$ cat config.mk
export PLATFORM = sky130hd
export DESIGN_NAME = unsigned_mac_accumulator_8
export DESIGN_NICKNAME = d
export VERILOG_FILES = /design/src/rtl/unsigned_mac_accumulator_8.sv
export SDC_FILE = /design/constraint.sdc
export NUM_CORES = 1
export LEC_CHECK = 0
export CAP_MARGIN = 15
export CORE_ASPECT_RATIO = 1.5
export CORE_UTILIZATION = 41
export DETAILED_ROUTE_END_ITERATION = 8
export PLACE_DENSITY = 0.68
export SETUP_SLACK_MARGIN = 0.02
export SLEW_MARGIN = 20
export SYNTH_ARGS = -nofsm -noshare
export SYNTH_HDL_FRONTEND = slang
export SYNTH_SLANG_ARGS = --single-unit
$ cat constraint.sdc
create_clock -name clk -period 2.15 [get_ports clk]
set_input_delay 0.215 -clock clk [delete_from_list [all_inputs] [get_ports clk]]
set_output_delay 0.215 -clock clk [all_outputs]
set_load 0.02 [all_outputs]
$ cat src/rtl/unsigned_mac_accumulator_8.sv
// unsigned_mac_accumulator_8: streaming multiply-accumulate back end that sums runs of 16-bit products
// and presents each finished dot product on a registered valid/ready port.
module unsigned_mac_accumulator_8 #(
   parameter int ACC_W = 24,
   parameter int LEN   = 8,
   parameter int CNT_W = 8
) (
   input  logic             clk,
   input  logic             rst,
   input  logic             in_valid,
   output logic             in_ready,
   input  logic [15:0]      in_product,
   input  logic             in_last,
   output logic             out_valid,
   input  logic             out_ready,
   output logic [ACC_W-1:0] out_sum,
   output logic [CNT_W-1:0] out_count,
   output logic             out_overflow
);
   typedef enum logic {ACCUM, HOLD} state_t;
   state_t state_q, state_d;
   logic [ACC_W-1:0] acc_q, acc_d, sum_q, sum_d, next_sum;
   logic [CNT_W-1:0] cnt_q, cnt_d, count_q, count_d;
   logic             ovf_q, ovf_d, oflag_q, oflag_d, carry, accept, term;
   // One extra bit catches the carry-out for the sticky overflow flag.
   assign {carry, next_sum} = {1'b0, acc_q} + {{(ACC_W-15){1'b0}}, in_product};
   assign accept = in_valid && (state_q == ACCUM);
   assign term   = in_last || (cnt_q == CNT_W'(LEN-1));
   always_comb begin
      state_d = state_q;
      acc_d   = acc_q;
      cnt_d   = cnt_q;
      ovf_d   = ovf_q;
      sum_d   = sum_q;
      count_d = count_q;
      oflag_d = oflag_q;
      if (accept && term) begin
         sum_d   = next_sum;
         count_d = cnt_q + 1'b1;
         oflag_d = ovf_q | carry;
         acc_d   = '0;
         cnt_d   = '0;
         ovf_d   = 1'b0;
         state_d = HOLD;
      end else if (accept) begin
         acc_d = next_sum;
         cnt_d = cnt_q + 1'b1;
         ovf_d = ovf_q | carry;
      end else if (state_q == HOLD && out_ready) begin
         state_d = ACCUM;
      end
   end
   always_ff @(posedge clk) begin
      if (rst) begin
         state_q <= ACCUM;
         acc_q   <= '0;
         cnt_q   <= '0;
         ovf_q   <= 1'b0;
         sum_q   <= '0;
         count_q <= '0;
         oflag_q <= 1'b0;
      end else begin
         state_q <= state_d;
         acc_q   <= acc_d;
         cnt_q   <= cnt_d;
         ovf_q   <= ovf_d;
         sum_q   <= sum_d;
         count_q <= count_d;
         oflag_q <= oflag_d;
      end
   end
   assign in_ready     = (state_q == ACCUM);
   assign out_valid    = (state_q == HOLD);
   assign out_sum      = sum_q;
   assign out_count    = count_q;
   assign out_overflow = oflag_q;
endmodule
# Word-level counts from Yosys, hierarchy flattened
# Cells that the tools add are included.
dict set report word_totals {
  reg_bits 67
  output_inout_bits 35
}
dict set report op_classes {
  mux 3
  eq_ne 2
  n_addsub 2
  reduce_logical 7
  n_bitwise 2
}
# operator count
set ops {}
lappend ops {{$add A24 B16 Y25} 1}
lappend ops {{$add A8 B1 Y8 const B} 1}
lappend ops {{$eq A8 B3 Y1 const B} 1}
lappend ops {{$logic_and A1 B1 Y1} 3}
lappend ops {{$mux W1} 3}
lappend ops {{$ne A2 B1 Y1 const B} 1}
lappend ops {{$reduce_and A2 Y1} 1}
lappend ops {{$reduce_bool A2 Y1} 1}
lappend ops {{$reduce_or A2 Y1} 1}
lappend ops {{$logic_or A1 B1 Y1} 1}
lappend ops {{$not A1 Y1} 1}
lappend ops {{$or A1 B1 Y1} 1}

# Logic depth before layout (Yosys ltp)
# Gate-level depths: netlist (run 1).
dict set report logic_depth {
  ltp_word 5
  ltp_mapped 9
  ltp_nobuf 8
}

# Worst setup path before layout (run 1)
# OpenSTA, ideal clock, no wires.
dict set report synth_path {
  kind {register to register}
  startpoint {register acc_q[0]}
  endpoint {register oflag_q (netlist: out_overflow)}
  setup_ns 0.120
  t_arrival_ns 2.067
  path_slack_ns -0.036
  stages_incl_launch_ff 9
  cell_sequence {dfxtp_1 -> ha_1 -> fa_1 -> a21oi_1 -> o211ai_1 -> and3_1 -> o211ai_2 -> a21oi_1 -> o31a_1}
}
dict set report synth_via {
  elab_chain_cells 2
}
# element line_no
set synth_rtl {}
lappend synth_rtl {{start: declaration} 22} ;# logic [ACC_W-1:0] acc_q, acc_d, sum_q, sum_d, next_sum;
lappend synth_rtl {{start signal: assignment} 56} ;# acc_q <= '0;
lappend synth_rtl {{start signal: assignment} 64} ;# acc_q <= acc_d;
lappend synth_rtl {{$add A24 B16 Y25} 26} ;# assign {carry, next_sum} = {1'b0, acc_q} + {{(ACC_W-15){1'b0}}, in_product};
lappend synth_rtl {{$or A1 B1 Y1} 40} ;# oflag_d = ovf_q | carry;
lappend synth_rtl {{end signal: assignment} 69} ;# oflag_q <= oflag_d;
lappend synth_rtl {{end: declaration} 24} ;# logic ovf_q, ovf_d, oflag_q, oflag_d, carry, accept, term;
# Every way passes these cells.
# A chain may end at the register's enable or synchronous reset.

# Worst setup path in the final report (run 1)
dict set report layout_path {
  startpoint {register acc_q[4]}
  endpoint {register acc_q[19]}
}
dict set report layout_via {
  elab_chain_cells 1
}
# element line_no
set layout_rtl {}
lappend layout_rtl {{$add A24 B16 Y25} 26}
# Every way passes these cells.

==> results of run 1 <==
registers in the layout (all words and copies together), names as in the netlist:
register / flops
acc_q: 24
cnt_q: 8
out_count: 8
out_overflow: 1
out_sum: 24
out_valid: 1
ovf_q: 1
worst register-to-register path, cell delays in order (launching register included):
cell and delay [ps]:
sky130_fd_sc_hd__dfxtp_2 330, sky130_fd_sc_hd__ha_4 290, sky130_fd_sc_hd__nand2_4 60, sky130_fd_sc_hd__o31ai_4 330
sky130_fd_sc_hd__o2111ai_2 190, sky130_fd_sc_hd__a41o_2 290, sky130_fd_sc_hd__buf_6 140, sky130_fd_sc_hd__or4_4 410
sky130_fd_sc_hd__a21oi_2 140
logic make-up (layout without fill, tap and decap cells):
group                      after synthesis  after routing  synth area share [%]
adders and majority gates               18             18                  6.30
DFF                                     67             67                  36.3
muxes                                    3              3                 0.814
AOI/OAI and AO/OA                      131            131                  23.5
and+or+nand+nor                        185            185                  23.8
buffers and inverters                   40            147                  4.58
xor gates and xnor gates                20             20                  4.75
path summary, 6_finish.rpt:
kind	startpoint	to	slack (ps)	cells after the start
setup / recovery	acc_q[4]	acc_q[19]	-90	8
hold / removal	in_product[0]	out_sum[0]	440	4
setup reg to reg	acc_q[4]	acc_q[19]	-90	8
hold reg to reg	out_sum[0]	out_sum[0]	450	2
metrics by stage:
step                      setup TNS [ps]  power (mW)
after floorplan                        0        1.88
after global placement            -14290        2.23
after detailed placement          -16240        2.25
after CTS                           -333        3.85
after global routing                -831        4.07
final                               -276        3.92
layer usage:
| metal | vias up | global-route usage [%] | share of wire, % | wire [um] |
|---|---|---|---|---|
| li1 | 1883 | - | - | - |
| met1 | 1819 | 26.0 | 40 | 4330 |
| met2 | 94 | 41.9 | 53 | 5780 |
| met3 | 33 | 4.94 | 3.4 | 367 |
| met4 | 0 | 11.6 | 3.7 | 406 |
| met5 | - | 0 | 0 | 0 |
timing repair:
action	4_1_cts	5_1_grt
pin swaps	30	28
buffers inserted	9	3
setup endpoints to repair	35	54
gates resized for setup	50	39
report_power, final:
group	internal, mW	leakage, nW	switching [mW]
combinational	0.493	1.39	0.553
sequential	1.32	0.550	0.0476
clock	0.903	0.142	0.601
area by class of cell:
cell class,instances,share of cell area [%]
Clock buffer,9,4.11
Clock inverter,7,1.39
Inverter,8,0.548
Multi-Input combinational cell,357,46.7
Sequential cell,67,24.7
Tap cell,110,2.51
Timing Repair Buffer,123,20.0
layout by cell type, fill, tap and decap left out, types with 8 or more instances in the layout:
master,count
sky130_fd_sc_hd__or3_1,9
sky130_fd_sc_hd__xnor2_1,11
sky130_fd_sc_hd__buf_4,61
sky130_fd_sc_hd__nand3_1,24
sky130_fd_sc_hd__nand2_1,62
sky130_fd_sc_hd__nor2_1,38
sky130_fd_sc_hd__clkdlybuf4s50_1,45
sky130_fd_sc_hd__a21oi_1,39
sky130_fd_sc_hd__clkbuf_16,9
sky130_fd_sc_hd__dfxtp_1,58
sky130_fd_sc_hd__dfxtp_2,8
sky130_fd_sc_hd__a211oi_1,12
sky130_fd_sc_hd__o21ai_0,12
sky130_fd_sc_hd__ha_4,10
sky130_fd_sc_hd__inv_1,8
==> results.yml, run 1 <==
run_status:
  run_status: "finished, violations left"
  violations: "setup timing"
cells_and_area:
  fraction_of_final_layout_cells_sized_beyond_drive_strength_1_pct: 24.9
  filler_cell_count: 723
  post_layout_nonfiller_instances: 681
  area_occupied_by_multi_input_gates_um2: 2560
  utilization_pct: 62.4
  net_count_reported_at_finish: 605
  area_growth_pct: 48.4
  seqCellArea_um2: 1360
  antenna_cells_inserted: 0
  final_cell_area_um2: 5480
place:
  detailedPlacementHpwl_mm: 7.19
  dp_slack_ps: -660
  port_buffers: 55
  placed_cell_area_um2: 4700
  gp_routability_congestion: 0.932
  numPlacedInstances: 654
setup_path:
  critical_path_class: "flop to flop"
  worst-endpoint-arrival_ps: 2510
  worstPathBufferInverterCount: 1
  cp-end-kind: "flop"
  dominant_delay_contributor_by_cell_family_on_the_critical_path: "compound AO/OA/AOI/OAI gates"
  worstSetupStartpointType: "flop"
  cp_cell_sequence: "ha_4 > nand2_4 > o31ai_4 > o2111ai_2 > a41o_2 > buf_6 > or4_4 > a21oi_2"
  crit_required_ps: 2420
  crit_path_max_incr_delay_ps: 410
  critical_path.slowest_cell: "sky130_fd_sc_hd__or4_4"
  cp_max_fo: 6
global_routing:
  grt_pass1_vias: 3625
  grt_start_max_net_pins: 29
  global_route.usage.total_pct: 23.7
  grt_antenna_before_repair: 0
  grt_pass1_wl_mm: 17.1
  globalRouteOverflowTotal: 0
sta:
  final-hold-violation-count: 0
  final.setup.worst_slack_ps: -88.8
  fin_worst_skew_ps: 7.90
  fmax_mhz: 447
  final.period_utilization_pct: 104
  timing.final.crit_period_ps: 2240
  setup_viol: 6
  rsz0062_at_grt: "yes"
  worst-slew-pin-transition_ps: 522
  timing.slew.headroom_pct: 64.9
  timing.final.max_slew_violations: 0
  fin_worst_hold_slack_ps: 438
yosys:
  syn_nets: 503
  post-synth-top-area-fraction_pct: 36.3
  synthesis.instances: 464
  yosysSeqAreaShare_pct: 36.3
  syn-mean-instance-area_um2: 7.95
  synthesis.area_um2: 3690
  synth_cell_type_count: 51
  synthFlopType: "sky130_fd_sc_hd__dfxtp_1"
  yosysWarningCount: 0
  netlist.top_cell.by_area: "sky130_fd_sc_hd__dfxtp_1"
  post_synth_main_area_contributors: "sky130_fd_sc_hd__dfxtp_1, sky130_fd_sc_hd__nand2_1, sky130_fd_sc_hd__a21oi_1"
  netlist_top_cells_count: "sky130_fd_sc_hd__dfxtp_1, sky130_fd_sc_hd__nand2_1, sky130_fd_sc_hd__a21oi_1"
  postSynthRegisterBits: 67
  async_flop_share_pct: 0
  synth.most_common_cell: "sky130_fd_sc_hd__dfxtp_1"
  synth_edf_count: 0
clock_tree:
  worstSkewPairLatency_ps: 340
  tritoncts.num_buffers: 9
  max_root_sink_buffers: 2
  ctsRootBufferMaster: "sky130_fd_sc_hd__clkbuf_16"
  cts_h_tree_lvls: 3
  path_clk_slew_ps: 60
  cts_hold_buf: 0
  cts_tree: "built"
  tritoncts_num_sinks: 67
floorplanning:
  die_y_um: 118
  floorplan.rows: 42
  die_area_um2: 9390
  initial_utilization_pct: 42.1
  chipWidth_um: 79.5
  design.core.area_um2: 8780
  pin_count: 56
route:
  postRouteAntennaNets: 0
  routed-via-count: 3829
  dr.pass1.iters: 5
  drt_drc_violations_left: 0
  vias_per_cell: 5.62
  sum_of_routed_wire_length_over_all_layers_mm: 10.9
  wl_per_cell_um: 16.0
  detail_route.iter0.violations: 288
power_and_ir_drop:
  ir_drop_uv: 435
  powerDensity_nw_per_um2: 715
  power.leakage_nw: 2.09
flow_run:
  cap_violations: 0
worst_hold_path:
  min-delay-path-class: "input port to flop"
No activity file was read; power rests on OpenSTA's default activity.
==> run 2, diff against run 1 <==
--- a/config.mk
+++ b/config.mk
@@ -5,7 +5,6 @@
 export SDC_FILE = /design/constraint.sdc
 export NUM_CORES = 1
 export LEC_CHECK = 0
-export CAP_MARGIN = 15
 export CORE_ASPECT_RATIO = 1.5
 export CORE_UTILIZATION = 41
 export DETAILED_ROUTE_END_ITERATION = 8
==> results of run 2 <==
Final layout, timing and power as in run 1 (identical DEF).
